--- src/rtl/mips_muldiv.sv ---
// ---------------------------------------------------------------------------
// mips_muldiv
//
// Multi-cycle multiply/divide unit that owns the architectural HI/LO pair.
// Multiplies use radix-2 shift-add, divides use restoring shift-subtract.
// Both run on operand magnitudes, and the sign is fixed up in the last state.
// The unit also accepts mthi/mtlo moves while it is idle.
//
// Parameters:
//   WIDTH   operand width; HI and LO are each WIDTH bits (default 32)
//
// Ports:
//   clk     rising-edge clock
//   reset   synchronous, active-high; aborts any operation, clears HI/LO
//   start   operation request, sampled only while idle
//   op      00 multu, 01 mult, 10 divu, 11 div
//   src_a   multiplicand / dividend (rs), also the mthi/mtlo data
//   src_b   multiplier / divisor (rt)
//   mthi    write src_a to HI (idle only, dropped if start is high)
//   mtlo    write src_a to LO (idle only, dropped if start is high)
//   busy    operation in flight
//   done    one-cycle pulse when a mult/div result lands in HI/LO
//   hi, lo  HI / LO registers
//
// Optional feature macro: MIPS_MULDIV_FAST_MUL_EN
//   When defined, multiplies are computed combinationally in PREP and
//   retire straight from there (done one cycle after PREP). Divides keep
//   the iterative timing. When undefined, every op takes 35 cycles.
//
// State flow: IDLE -> PREP -> ITER (WIDTH cycles) -> FIX -> IDLE
// ---------------------------------------------------------------------------
module mips_muldiv #(
    parameter int WIDTH = 32
) (
    input  logic             clk,
    input  logic             reset,
    input  logic             start,
    input  logic [1:0]       op,
    input  logic [WIDTH-1:0] src_a,
    input  logic [WIDTH-1:0] src_b,
    input  logic             mthi,
    input  logic             mtlo,
    output logic             busy,
    output logic             done,
    output logic [WIDTH-1:0] hi,
    output logic [WIDTH-1:0] lo
);

    localparam int CW = $clog2(WIDTH);

    typedef enum logic [1:0] {
        S_IDLE = 2'd0,
        S_PREP = 2'd1,
        S_ITER = 2'd2,
        S_FIX  = 2'd3
    } state_t;

    state_t state_reg, state_next;

    logic [CW-1:0]      cnt_reg;
    logic [1:0]         op_reg;       // bit 1: divide, bit 0: signed
    logic [WIDTH-1:0]   a_reg;        // |src_a| for signed ops, raw otherwise
    logic [WIDTH-1:0]   b_reg;        // |src_b| for signed ops, raw otherwise
    logic [WIDTH-1:0]   raw_a_reg;    // untouched dividend for divide-by-zero
    logic [2*WIDTH-1:0] acc_reg;      // mul: {partial, multiplier}; div: {rem, quot}
    logic               neg_q_reg;    // product / quotient must be negated
    logic               neg_r_reg;    // remainder must be negated
    logic [WIDTH-1:0]   hi_reg, lo_reg;
    logic               done_reg;

    // ------------------------------------------------------------------
    // Operand conditioning at start
    // ------------------------------------------------------------------
    logic             a_neg, b_neg;
    logic [WIDTH-1:0] abs_a, abs_b;

    // The most negative value maps onto itself, and its unsigned reading
    // is the correct magnitude, so no extra bit is needed.
    assign a_neg = op[0] & src_a[WIDTH-1];
    assign b_neg = op[0] & src_b[WIDTH-1];
    assign abs_a = a_neg ? (~src_a + 1'b1) : src_a;
    assign abs_b = b_neg ? (~src_b + 1'b1) : src_b;

    // ------------------------------------------------------------------
    // One multiply step: add the multiplicand to the upper half when the
    // current multiplier bit is set, then shift the whole accumulator right.
    // The carry out of the add becomes the new top bit.
    // ------------------------------------------------------------------
    logic [WIDTH:0]     mul_sum;
    logic [2*WIDTH-1:0] mul_step;

    assign mul_sum  = {1'b0, acc_reg[2*WIDTH-1:WIDTH]}
                    + (acc_reg[0] ? {1'b0, a_reg} : {(WIDTH+1){1'b0}});
    assign mul_step = {mul_sum, acc_reg[WIDTH-1:1]};

    // ------------------------------------------------------------------
    // One restoring divide step: shift the next dividend bit into the
    // remainder, and subtract the divisor if it fits. The quotient bit
    // enters the low end as the dividend bits leave it.
    // ------------------------------------------------------------------
    logic [WIDTH:0]     div_shift;
    logic [WIDTH:0]     div_diff;
    logic               div_fits;
    logic [2*WIDTH-1:0] div_step;

    assign div_shift = {acc_reg[2*WIDTH-1:WIDTH], acc_reg[WIDTH-1]};
    assign div_diff  = div_shift - {1'b0, b_reg};
    assign div_fits  = (div_shift >= {1'b0, b_reg});
    assign div_step  = {(div_fits ? div_diff[WIDTH-1:0] : div_shift[WIDTH-1:0]),
                        acc_reg[WIDTH-2:0], div_fits};

    // ------------------------------------------------------------------
    // Sign correction and special cases applied in FIX
    // ------------------------------------------------------------------
    logic [WIDTH-1:0]   fix_hi, fix_lo;
    logic [2*WIDTH-1:0] prod_signed;
    logic [WIDTH-1:0]   quot, rem;

    assign prod_signed = neg_q_reg ? (~acc_reg + 1'b1) : acc_reg;
    assign quot        = acc_reg[WIDTH-1:0];
    assign rem         = acc_reg[2*WIDTH-1:WIDTH];

    always_comb begin
        fix_hi = hi_reg;
        fix_lo = lo_reg;
        if (!op_reg[1]) begin
            fix_hi = prod_signed[2*WIDTH-1:WIDTH];
            fix_lo = prod_signed[WIDTH-1:0];
        end else if (b_reg == '0) begin
            // Divide by zero: LO saturates, HI keeps the dividend as given.
            fix_hi = raw_a_reg;
            fix_lo = '1;
        end else begin
            // Truncating division: quotient sign is the XOR of the operand
            // signs, and the remainder follows the dividend. The overflow case
            // 0x80000000 / -1 falls out naturally as 0x80000000 remainder 0.
            fix_lo = neg_q_reg ? (~quot + 1'b1) : quot;
            fix_hi = neg_r_reg ? (~rem + 1'b1) : rem;
        end
    end

`ifdef MIPS_MULDIV_FAST_MUL_EN
    // Single-cycle product of the latched magnitudes, sign-fixed the same way.
    logic [2*WIDTH-1:0] fast_prod;
    logic [2*WIDTH-1:0] fast_res;

    assign fast_prod = {{WIDTH{1'b0}}, a_reg} * {{WIDTH{1'b0}}, b_reg};
    assign fast_res  = neg_q_reg ? (~fast_prod + 1'b1) : fast_prod;
`endif

    // ------------------------------------------------------------------
    // Next-state logic
    // ------------------------------------------------------------------
    always_comb begin
        state_next = state_reg;
        case (state_reg)
            S_IDLE: begin
                if (start) begin
                    state_next = S_PREP;
                end
            end
            S_PREP: begin
`ifdef MIPS_MULDIV_FAST_MUL_EN
                // Multiplies retire from PREP, so the result shows one
                // cycle after PREP.
                state_next = op_reg[1] ? S_ITER : S_IDLE;
`else
                state_next = S_ITER;
`endif
            end
            S_ITER: begin
                if (cnt_reg == CW'(WIDTH - 1)) begin
                    state_next = S_FIX;
                end
            end
            S_FIX: begin
                state_next = S_IDLE;
            end
            default: begin
                state_next = S_IDLE;
            end
        endcase
    end

    // ------------------------------------------------------------------
    // State and datapath registers
    // ------------------------------------------------------------------
    always_ff @(posedge clk) begin
        if (reset) begin
            state_reg <= S_IDLE;
            cnt_reg   <= '0;
            op_reg    <= '0;
            a_reg     <= '0;
            b_reg     <= '0;
            raw_a_reg <= '0;
            acc_reg   <= '0;
            neg_q_reg <= 1'b0;
            neg_r_reg <= 1'b0;
            hi_reg    <= '0;
            lo_reg    <= '0;
            done_reg  <= 1'b0;
        end else begin
            state_reg <= state_next;
            done_reg  <= 1'b0;
            case (state_reg)
                S_IDLE: begin
                    if (start) begin
                        // start takes priority, so a move issued alongside
                        // it is dropped.
                        op_reg    <= op;
                        a_reg     <= abs_a;
                        b_reg     <= abs_b;
                        raw_a_reg <= src_a;
                        neg_q_reg <= a_neg ^ b_neg;
                        neg_r_reg <= a_neg;
                    end else begin
                        if (mthi) begin
                            hi_reg <= src_a;
                        end
                        if (mtlo) begin
                            lo_reg <= src_a;
                        end
                    end
                end
                S_PREP: begin
                    cnt_reg <= '0;
                    // Multiply keeps the multiplier in the low half and
                    // consumes it LSB first. Divide keeps the dividend there
                    // and consumes it MSB first.
                    acc_reg <= {{WIDTH{1'b0}}, (op_reg[1] ? a_reg : b_reg)};
`ifdef MIPS_MULDIV_FAST_MUL_EN
                    if (!op_reg[1]) begin
                        hi_reg   <= fast_res[2*WIDTH-1:WIDTH];
                        lo_reg   <= fast_res[WIDTH-1:0];
                        done_reg <= 1'b1;
                    end
`endif
                end
                S_ITER: begin
                    cnt_reg <= cnt_reg + CW'(1);
                    acc_reg <= op_reg[1] ? div_step : mul_step;
                end
                S_FIX: begin
                    hi_reg   <= fix_hi;
                    lo_reg   <= fix_lo;
                    done_reg <= 1'b1;
                end
                default: begin
                end
            endcase
        end
    end

    assign busy = (state_reg != S_IDLE);
    assign done = done_reg;
    assign hi   = hi_reg;
    assign lo   = lo_reg;

endmodule

--- config.mk ---
export PLATFORM = sky130hd
export DESIGN_NAME = mips_muldiv
export DESIGN_NICKNAME = d
export VERILOG_FILES = /design/src/rtl/mips_muldiv.sv
export SDC_FILE = /design/constraint.sdc
export NUM_CORES = 1
export LEC_CHECK = 0
export CORE_UTILIZATION = 60
export CTS_BUF_LIST = sky130_fd_sc_hd__clkbuf_2 sky130_fd_sc_hd__clkbuf_4 sky130_fd_sc_hd__clkbuf_8
export DETAILED_ROUTE_END_ITERATION = 6
export PLACE_DENSITY_LB_ADDON = 0.1
export SLEW_MARGIN = 15
export SYNTH_ARGS = -nofsm -noshare
export SYNTH_HDL_FRONTEND = slang
export SYNTH_SLANG_ARGS = --single-unit
--- constraint.sdc ---
create_clock -name clk -period 10.3 [get_ports clk]
set_input_delay 1.03 -clock clk [delete_from_list [all_inputs] [get_ports clk]]
set_output_delay 1.03 -clock clk [all_outputs]
set_load 0.05 [all_outputs]
==> flow_summary_export.csv <==
group,metric,value,unit
global_routing,grt_use_met3,9.477,%
timing,fin_crit_sh,41.35,%
clock_tree,ctsHoldBuffers,0,
min_path,worst_hold_path_type,"reg -> reg",
synthesis,synth_edf_count,0,
finish,drive_above_1_share,6.833,%
synthesis,synth_area_leaders,"dfxtp_1 27%, a21oi_1 5.9%, nand2_1 5.7%",
global_routing,grt_max_degree,118,
placed_design,dp_cells,2637,
floorplanning,io_pins,137,
clock_tree,cts_made_buffers,42,
global_routing,use_met2,63.56,%
detailed_routing,vias,18310,
floorplanning,dieArea,29780,µm²
clock_tree,clk_pin_slew,70,ps
finish,area_delta_synth_final,12.98,%
power_and_ir_drop,vdd.ir_drop.worst,0.4559,mV
detailed_routing,drc,0,
clock_tree,cts_root_buf,"clkbuf_8",
timing,rsz0062_at_grt,"no",
outcome,status,"finished, final reports clean",
synthesis,syn_area_per_cell,7.693,µm²
timing,setup_tns,0,ps
synthesis,yosysUniqueCellTypes,78,
synthesis,yosysSeqAreaShare,26.84,%
clock_tree,post_cts_buffers,0,
finish,num-fill-cells,2386,
clock_tree,cts_tree,"yes",
critical_path,startpoint_type,"flop",
floorplanning,core_area,28630,µm²
detailed_routing,dr.pass1.iters,7,
detailed_routing,detail-route-antenna-nets,0,
synthesis,yosysTopAreaCell,"dfxtp_1",
synthesis,postSynthCellCount,2269,
timing,setup_viol,0,
power_and_ir_drop,powerDensity,230.1,nW/µm²
synthesis,ys_ff_latch,234,
synthesis,synthArstFlopShare,0,%
timing,tightest_slew,1088,ps
critical_path,critical_path.max_fanout,37,
synthesis,yosysWarnings,0,
critical_path,cp.arrival,4760,ps
synthesis,synth.top_cell.area_share,26.84,%
power_and_ir_drop,p_leak,7.673,nW
synthesis,ys.flop_type,"dfxtp_1",
timing,clock_skew,42.27,ps
floorplanning,die-height,172.6,µm
finish,largest_reg_flops,64,
clock_tree,clockBufferDepth,3,
clock_tree,clock_sinks,234,
clock_tree,clock_latency,580,ps
floorplanning,die_x,172.6,µm
finish,instances_no_fill,2714,
critical_path,required,10800,ps
placed_design,io_buffers,136,
placed_design,hpwlAfterDp,47210,µm
finish,fin_nets,2443,
global_routing,antenna_found_initial,3,
global_routing,grt_pass1_vias,17030,
global_routing,grt.total_usage,42.02,%
global_routing,grt_pass1_wl,97770,µm
detailed_routing,wl,64690,µm
critical_path,end_kind,"flop",
clock_tree,cts_resized,0,
finish,final_common_cell,"nand2_1",
floorplanning,rows,62,
timing,period_minus_slack,4259,ps
detailed_routing,drt_iter0_markers,2324,
global_routing,grt.overflow.total,0,
timing,max_freq,234.8,MHz
timing,relSlewSlack,27.28,%
global_routing,top_usage_layer,"met2",
clock_tree,htreeDepth,2,
finish,layout_common_cells,"263 x nand2_1, 232 x dfxtp_1, 206 x a21oi_1",
detailed_routing,wl_per_cell,23.84,µm
floorplanning,start_util,60.98,%
synthesis,netlist_area,17460,µm²
job,cap_violations,0,
timing,hold_viol,0,
critical_path,reg2reg_slack,6040,ps
timing,slew_viol_final,0,
synthesis,syn_nets,2415,
detailed_routing,vias_per_cell,6.746,
placed_design,place.gp.congestion,0.9828,
global_routing,use_met1,54.50,%
critical_path,critPathKind,"reg -> reg",
-- through the flow --
step | setup WS [ps] | total power [mW] | area, µm² | utilization [%] | hold slack, ps
3_3_place_gp | 5997 | 3.411 | 18770 | 65.58 | 437.8
3_5_place_dp | 5953 | 3.452 | 18770 | 65.58 | 443.7
6_report | 6041 | 4.539 | 19720 | 68.90 | 451.9
5_1_grt | 5677 | 4.705 | 19720 | 68.88 | 467.3
4_1_cts | 6150 | 4.440 | 19710 | 68.87 | 452.0
2_1_floorplan | 6903 | 2.767 | 17460 | - | 433.2
-- final cells by class --
cell class,instances,area [µm²],area share (%)
sequential,234,4690,23.78
clock inverter,13,157.7,0.7994
antenna,3,7.507,0.03807
clock buffer,61,783.3,3.972
timing repair buffer,157,1520,7.708
inverter,78,292.8,1.485
multi-input combinational,1784,11790,59.78
tap,384,480.5,2.436
-- worst max-delay path: stages, from the launching register on --
cell	delay (ps)
dfxtp_1	960
inv_1	180
nor2_1	150
ha_1	200
inv_1	60
fa_1	370
nand2b_1	190
a21oi_1	320
o21ai_0	190
and2_1	250
o21a_1	250
a21oi_1	260
a21boi_0	220
o311ai_0	360
o311a_1	220
-- routing by layer --
layer,wire length [µm],part of all wire [%],vias up
met3,7063,11,296
met4,4303,6.7,2
met1,25430,39,8549
li1,-,-,8313
met5,13,0.020,-
met2,27880,43,1150
-- final timing paths --
kind                  from            end  cells after the start
max reg2reg     acc_reg[0]    acc_reg[63]                     14
min reg2reg  raw_a_reg[21]  raw_a_reg[21]                      2
max             acc_reg[0]    acc_reg[63]                     14
min          raw_a_reg[21]  raw_a_reg[21]                      2
-- power by group --
part | total, mW | internal (mW) | switching, mW
sequential | 1.36 | 1.09 | 0.269
clock | 1.01 | 0.569 | 0.437
combinational | 2.17 | 0.761 | 1.41
-- Yosys cell counts, types with 41 or more instances --
cell type  number
a211oi_1       70
inv_1          77
a21oi_1       207
o21ai_0       158
ha_1           73
and2_1         41
clkbuf_1      134
dfxtp_1       234
mux2i_1        58
xnor2_1       108
nor2_1        188
xor2_1         75
nand2_1       264
-- kinds of logic after synthesis --
family	after synthesis	synth area share (%)
and+or+nand+nor	737	19.88
AOI/OAI and AO/OA	698	25.42
buffers and inverters	251	5.698
DFF	234	26.84
xor gates and xnor gates	183	9.182
muxes	91	7.519
adders and majority gates	75	5.462
Note: power is estimated with default switching activity, not from simulation.
